[src/rtl/serial_adder_ctrl_pkg.sv]
// Shared definitions for bit-serial adder sequencers: state encoding and sizing helpers.
package serial_adder_ctrl_pkg;

    typedef enum logic [1:0] {
        ST_IDLE = 2'd0,
        ST_RUN  = 2'd1,
        ST_DONE = 2'd2
    } state_t;

    localparam int DEFAULT_WIDTH = 8;

    // Bit counter width; never below one bit so a 2-bit adder still has a counter.
    function automatic int cnt_bits(input int width);
        return (width <= 2) ? 1 : $clog2(width);
    endfunction

endpackage

[src/rtl/serial_adder_ctrl_full_adder.sv]
// Single-bit full adder cell used as the only arithmetic element of the serial adder.
module full_adder (
    input  logic a,
    input  logic b,
    input  logic ci,
    output logic s,
    output logic co
);

    logic half_sum;

    assign half_sum = a ^ b;
    assign s        = half_sum ^ ci;
    assign co       = (a & b) | (ci & half_sum);

endmodule

[src/rtl/serial_adder_ctrl.sv]
// Bit-serial add sequencer: loads two operands and a carry-in, adds them LSB-first
// through one full adder (one bit per clock), then presents sum/carry-out until taken.
//
// state   | meaning
// --------+---------------------------------------------------------------
// ST_IDLE | waiting for operands, in_ready high
// ST_RUN  | one bit added per cycle, counter tracks the bit position
// ST_DONE | result registered, out_valid high until out_ready
module serial_adder_ctrl
    import serial_adder_ctrl_pkg::*;
#(
    parameter int WIDTH = DEFAULT_WIDTH
) (
    input  logic             clk,
    input  logic             rst,
    input  logic             in_valid,
    output logic             in_ready,
    input  logic [WIDTH-1:0] op_a,
    input  logic [WIDTH-1:0] op_b,
    input  logic             cin,
    output logic             out_valid,
    input  logic             out_ready,
    output logic [WIDTH-1:0] sum,
    output logic             cout,
    output logic             busy
);

    localparam int               CNT_W    = cnt_bits(WIDTH);
    localparam logic [CNT_W-1:0] CNT_LAST = CNT_W'(WIDTH - 1);

    state_t           state;
    logic [WIDTH-1:0] a_sh;
    logic [WIDTH-1:0] b_sh;
    logic [WIDTH-1:0] sum_sh;
    logic             c_reg;
    logic [CNT_W-1:0] cnt;
    logic             fa_sum;
    logic             fa_carry;

    // Acceptance is tied directly to the state register so it drops the cycle after accept.
    assign in_ready = (state == ST_IDLE);

    full_adder u_fa (
        .a  (a_sh[0]),
        .b  (b_sh[0]),
        .ci (c_reg),
        .s  (fa_sum),
        .co (fa_carry)
    );

    // Sequencer: operand capture, per-bit shift/add, result hold and output handshake.
    always_ff @(posedge clk or posedge rst) begin
        if (rst) begin
            state     <= ST_IDLE;
            a_sh      <= '0;
            b_sh      <= '0;
            sum_sh    <= '0;
            c_reg     <= 1'b0;
            cnt       <= '0;
            sum       <= '0;
            cout      <= 1'b0;
            out_valid <= 1'b0;
            busy      <= 1'b0;
        end else begin
            case (state)
                ST_IDLE: begin
                    if (in_valid && in_ready) begin
                        a_sh  <= op_a;
                        b_sh  <= op_b;
                        c_reg <= cin;
                        cnt   <= '0;
                        busy  <= 1'b1;
                        state <= ST_RUN;
                    end
                end
                ST_RUN: begin
                    a_sh   <= a_sh >> 1;
                    b_sh   <= b_sh >> 1;
                    sum_sh <= {fa_sum, sum_sh[WIDTH-1:1]};
                    c_reg  <= fa_carry;
                    cnt    <= cnt + 1'b1;
                    if (cnt == CNT_LAST) begin
                        sum       <= {fa_sum, sum_sh[WIDTH-1:1]};
                        cout      <= fa_carry;
                        out_valid <= 1'b1;
                        state     <= ST_DONE;
                    end
                end
                ST_DONE: begin
                    if (out_ready) begin
                        out_valid <= 1'b0;
                        busy      <= 1'b0;
                        state     <= ST_IDLE;
                    end
                end
                default: begin
                    out_valid <= 1'b0;
                    busy      <= 1'b0;
                    state     <= ST_IDLE;
                end
            endcase
        end
    end

endmodule

[config.mk]
export PLATFORM = sky130hd
export DESIGN_NAME = serial_adder_ctrl
export DESIGN_NICKNAME = d
export VERILOG_FILES = /design/src/rtl/serial_adder_ctrl_pkg.sv /design/src/rtl/serial_adder_ctrl_full_adder.sv /design/src/rtl/serial_adder_ctrl.sv
export SDC_FILE = /design/constraint.sdc
export NUM_CORES = 1
export LEC_CHECK = 0
export CAP_MARGIN = 20
export CORE_MARGIN = 2
export CORE_UTILIZATION = 42
export CTS_BUF_LIST = sky130_fd_sc_hd__clkbuf_16
export CTS_CLUSTER_SIZE = 16
export DETAILED_ROUTE_END_ITERATION = 12
export PLACE_DENSITY = 0.69
export SLEW_MARGIN = 10
export SYNTH_ARGS = -nofsm -noshare
export SYNTH_HDL_FRONTEND = slang
export SYNTH_SLANG_ARGS = --single-unit
[constraint.sdc]
create_clock -name clk -period 1.6 [get_ports clk]
set_clock_uncertainty 0.1 [all_clocks]
set_input_delay 0.32 -clock clk [delete_from_list [all_inputs] [get_ports clk]]
set_output_delay 0.32 -clock clk [all_outputs]
set_load 0.05 [all_outputs]
Word level (Yosys, flattened, before mapping)
Index checks and enable logic that the tools add are counted.

storage, ports and cells
  register bits after elaboration = 41
  output and inout bits = 12

operators by class
  bitwise operators = 7
  eq/ne operators = 6
  reduce and logical (&&, ||, !) cells = 8
  add/subtract/negate cells = 1
  muxes and demuxes = 17

operator list
  operator             number
  $pmux 8 s2           2
  $mux 8               2
  $reduce_and 3->1     3
  $mux 2               3
  $pmux 1 s3           2
  $pmux 2 s3           1
  $pmux 3 s2           1
  $mux 1               4
  $ne 2x2->1 const B   2
  $reduce_and 2->1     2
  $add 3x1->3 const B  1
  $eq 3x3->1 const B   1
  $mux 3               1
  $and 1x1->1          2
  $eq 2x1->1 const B   1
  $eq 2x2->1 const B   1
  $logic_not 2->1      1
  $ne 2x1->1 const B   1
  $not 1->1            2
  $pmux 1 s2           1
  $reduce_bool 2->1    1
  $xor 1x1->1          2
  $logic_and 1x1->1    1
  $or 1x1->1           1

Depth between registers and ports, before layout
  depth after elaboration = 4
  gate-level depth with buffers = 5
  depth with buffers taken out = 4

By module
Synthesis repeated with hierarchy kept, for this count alone.

unflattened totals
  cell total of the unflattened synthesis = 163
  area total of the unflattened synthesis = 1875.5 um^2

modules (own cells, without submodules)
  module             cells each  seq. area each (um^2)  instances  area each (um^2)
  serial_adder_ctrl  162         1001.0                 1          1855.5
  full_adder         1           0.0                    1          20.0

Least setup slack after synthesis
No wires, ideal clock.

  kind = reg-to-reg
  from = reg state[1]
  to = reg b_sh[6]
  cell stages (with the launch flop) = 5
  setup time = 0.123 ns
  arrival = 1.596 ns
  path slack = -0.218 ns
  path buffers = 1
  cell sequence = dfrtp_1 -> buf_6 -> nor2_1 -> nand3b_1 -> o221a_2

between the ends
  longest elaborated chain between the ends = 4

RTL lines
  item                               RTL line                 source
  start: declaration                 serial_adder_ctrl.sv:31  state_t state;
  start signal: assignment           serial_adder_ctrl.sv:54  state <= ST_IDLE;
  start signal: assignment           serial_adder_ctrl.sv:73  state <= ST_RUN;
  start signal: assignment           serial_adder_ctrl.sv:86  state <= ST_DONE;
  $logic_not 2->1 *                  serial_adder_ctrl.sv:41  assign in_ready = (state == ST_IDLE);
  named net in_ready                 serial_adder_ctrl.sv:17  output logic in_ready,
  $logic_and 1x1->1                  serial_adder_ctrl.sv:67  if (in_valid && in_ready) begin
  $ne 2x1->1 (no source line)        n/a
  $reduce_and 2->1 (no source line)  n/a
  end signal: assignment             serial_adder_ctrl.sv:69  b_sh <= op_b;
  end signal: assignment             serial_adder_ctrl.sv:78  b_sh <= b_sh >> 1;
  end: declaration                   serial_adder_ctrl.sv:33  logic [WIDTH-1:0] b_sh;

Mark *: on every way through the listed nets, which the timed path passes. The rest lies on a longest branch.
A chain may end at the register's enable or synchronous reset.

Worst setup path after layout
  from = reg state[1]
  to = out in_ready

between the ends
  longest elaborated chain between the ends = 1

RTL lines
  item              RTL line
  $logic_not 2->1   serial_adder_ctrl.sv:41
  end: declaration  serial_adder_ctrl.sv:17

Every way passes these cells.

==> impl_metrics.csv <==
group,metric,value,unit
status,status,"complete, no violations",
critical_path,critPathCaptureType,"output pin",
sta,fmax,0.6380,GHz
grt,initial_antenna_violation_count,0,
die,die-area,0.004767,mm²
finish,layout_cell_share_with_drive_strength_beyond_1,27.72,%
clock_network,htreeDepth,2,
clock_network,skew_pair_late_insertion_delay,280,ps
finish,final_net_count,225,
drt,residual_drc_count,0,
placed_design,dpl_cell_area,0.002330,mm²
critical_path,worst-endpoint-required,1180,ps
critical_path,worst-r2r-cell-count,5,
finish,biggestRegsByFlops,"a_sh x8, b_sh x8, sum x8",
pwr,p_comb_share,48.7,%
synthesis,ys_types,32,
sta,layout_worst_path_cycle_share,97.97,%
synthesis,synth-seq-area-share,56.34,%
critical_path,regToRegSetupSlack,60,ps
critical_path,cpMaxStageDelayCell,"sky130_fd_sc_hd__dfrtp_1",
die,die-width,69.04,µm
placed_design,count_of_input_and_output_buffers,32,
sta,totalNegativeSetupSlack,0,ps
pwr,max-vdd-ir-drop,821.1,µV
placed_design,detailed_place_hpwl,2577,µm
drt,drt-initial-drc-count,56,
synthesis,postSynthNetCount,177,
die,floorplan.rows,23,
sta,finalSetupViolCount,0,
grt,grt_start_max_net_pins,41,
sta,final-hold-violation-count,0,
critical_path,crit_fanout,23,
pwr,p_int,3457,µW
critical_path,timing.critical_path.mode_cell,"sky130_fd_sc_hd__buf_12",
grt,global_route.usage.total,16.81,%
finish,final_cell_area,0.002564,mm²
critical_path,worst-setup-path-type,"register to output pin",
sta,relSlewSlack,74.45,%
pwr,total_switching_power,2010,µW
sta,min_cycle_time_layout,1567,ps
finish,antennaDiodeCount,0,
pwr,relative_contribution_of_sequential_cells_to_total_power,33.6,%
die,ios,33,
clock_network,clock_sinks,40,
pwr,power.share.switching,36.77,%
clock_network,holdBufCountCts,0,
placed_design,gp_routability_congestion,0.8656,
pwr,power.static_leakage,0.001163,µW
clock_network,tritoncts,"done",
die,initial_core_util,44.10,%
critical_path,r2r_path_start,"cnt[0]$_DFFE_PP0P_",
clock_network,buffer_depth_of_the_longest_clock_path,2,
sta,tightest_slew,382.9,ps
drt,drt-vias-per-instance,5.294,
drt,first_pass_iters,4,
clock_network,cts_inserted_buffers,5,
pwr,pwr_density_cell,2132,mW/mm²
hold_path,hold_path.class,"primary input to asynchronous set/reset pin",
synthesis,number_of_standard_cells_after_synthesis,153,
synthesis,ys.warnings.count,0,
synthesis,synthesis.area,0.001777,mm²
drt,route.detailed.wl_per_inst,14.59,µm
sta,final_max_slew_viol_count,0,
clock_network,clkTransAtPathRegs,60,ps
grt,global_route_wire_length_before_repair,6444,µm
die,core_region_area,0.004029,mm²
finish,area_growth_from_synthesis_to_layout,44.30,%
synthesis,syn_avg_cell_area,11.61,µm²
critical_path,timing.critical_path.cells,"buf_12, nor2_4, buf_12",
synthesis,yosys_register_bits,40,
pwr,share_clk_of_total_power,17.7,%
critical_path,worstPathArrival,1150,ps
grt,global_route.overflow_total,0,
critical_path,reg2reg_to,"sum[5]$_DFFE_PP0P_",
critical_path,slowest_delay,400,ps
grt,first_global_vias,1408,
flow_run,cap_viol_max_count,0,
critical_path,kind_of_start_point_of_the_critical_path,"register",
drt,detail-route-antenna-nets,0,
clock_network,clockRootBuffer,"sky130_fd_sc_hd__clkbuf_16",
die,height_of_the_die,69.04,µm
drt,vias,1334,
drt,drt-total-wl,3677,µm
-- synthesized netlist by cell type --
cell	instances	area (µm²)
sky130_fd_sc_hd__o22ai_1	4	25.02
sky130_fd_sc_hd__a22oi_1	2	15.01
sky130_fd_sc_hd__buf_6	4	45.04
sky130_fd_sc_hd__a21oi_1	6	30.03
sky130_fd_sc_hd__o221a_2	1	11.26
sky130_fd_sc_hd__fa_1	1	20.02
sky130_fd_sc_hd__nor3_1	2	10.01
sky130_fd_sc_hd__a32o_1	1	10.01
sky130_fd_sc_hd__nor2_2	1	6.260
sky130_fd_sc_hd__a221o_1	1	10.01
sky130_fd_sc_hd__buf_2	3	15.01
sky130_fd_sc_hd__nor2_1	2	7.510
sky130_fd_sc_hd__nand2_1	25	93.84
sky130_fd_sc_hd__nor2b_4	1	13.76
sky130_fd_sc_hd__nand3_1	1	5.000
sky130_fd_sc_hd__o22a_1	13	113.9
sky130_fd_sc_hd__nand2b_1	3	18.77
sky130_fd_sc_hd__inv_1	9	33.78
sky130_fd_sc_hd__a2bb2oi_1	1	8.760
sky130_fd_sc_hd__ha_1	2	25.02
sky130_fd_sc_hd__nand3b_1	1	7.510
sky130_fd_sc_hd__a22o_1	2	17.52
sky130_fd_sc_hd__nor3b_1	3	22.52
sky130_fd_sc_hd__clkbuf_2	1	5.000
sky130_fd_sc_hd__dfrtp_1	40	1001
sky130_fd_sc_hd__a221oi_1	2	17.52
sky130_fd_sc_hd__nand2_4	1	11.26
sky130_fd_sc_hd__o21ai_0	6	30.03
sky130_fd_sc_hd__nor2b_1	3	18.77
sky130_fd_sc_hd__mux2_2	9	101.4
sky130_fd_sc_hd__buf_4	1	7.510
sky130_fd_sc_hd__o21bai_4	1	18.77
-- worst max-delay path, delay by kind of cell (launching register included) --
kind	cells	cell delay [ps]
buffers and inverters	2	320
DFF	1	400
and+or+nand+nor	1	150
-- logic make-up (layout without fill, tap and decap cells) --
group	after synthesis	count (layout)	share of synthesized area, %
and+or+nand+nor	43	43	12.11
AOI/OAI and AO/OA	40	40	17.32
DFF	40	40	56.34
buffers and inverters	18	67	5.985
muxes	9	9	5.704
adders and majority gates	3	3	2.535
-- power groups by stage --
stage / clock network, µW / logic [µW] / registers (µW)
CTS: 995 / 2580 / 1830
floorplan: 0 / 1200 / 2150
global route: 1040 / 2870 / 1900
detailed placement: 0 / 2540 / 1860
global placement: 0 / 2470 / 1830
finish: 969 / 2660 / 1830
-- worst max-delay path by stage --
stage / from / endpoint / cells after the start
floorplan: state[1]$_DFFE_PP0P_ / b_sh[6]$_DFFE_PP0P_ / 4
global placement: in_valid / a_sh[6]$_DFFE_PP0P_ / 4
detailed placement: in_valid / a_sh[5]$_DFFE_PP0P_ / 4
CTS: state[0]$_DFFE_PP0P_ / in_ready / 3
global route: state[1]$_DFFE_PP0P_ / in_ready / 3
finish: state[1]$_DFFE_PP0P_ / in_ready / 3
-- what timing repair did --
action	in CTS	in global routing
resized for setup	2	6
buffers inserted	1	6
pin swaps	0	2
setup endpoints to repair	1	10
-- layer usage --
metal | part of all wire [%] | track usage (%)
met5 | 0 | 0
met4 | 0.73 | 5.447
met3 | 5.4 | 5.117
met2 | 51 | 28.74
met1 | 43 | 20.21
-- area by class of cell --
type,count,area [µm²]
fillers,312,1465
flip-flops and latches,40,1002
multi-input cells,95,691.9
repair buffers,50,629.4
clock buffers,5,125.1
well taps,50,62.56
inverters,9,33.78
clock inverters,3,18.77
-- layout by cell type (no fill, tap or decap), drive strengths merged --
cell type	synthesis	routed
a22oi	2	2
nor2	3	3
nand3b	1	1
nand2	26	26
clkinv	0	3
o21ai	6	6
dfrtp	40	40
nand2b	3	3
o221a	1	1
mux2	9	9
a221o	1	1
o21bai	1	1
nand3	1	1
o22a	13	13
a2bb2oi	1	1
buf	8	30
nor3	2	2
ha	2	2
a32o	1	1
a22o	2	2
a21oi	6	6
o22ai	4	4
nor3b	3	3
a221oi	2	2
clkbuf	1	5
fa	1	1
clkdlybuf4s50	0	20
nor2b	4	4
inv	9	9
-- metrics by stage --
stage	worst slack, ps	cells	total power [µW]	hold slack [ps]	utilization (%)
after floorplan	69.12	153	3348	341.8	-
after detailed placement	-197.3	237	4399	363.7	57.83
after CTS	20.02	246	5407	301.9	61.74
after global placement	-166.0	237	4302	360.7	57.83
final	32.53	252	5467	292.7	63.63
after global routing	-4.257	252	5807	325.8	63.63
No activity file was read; power rests on OpenSTA's default activity.
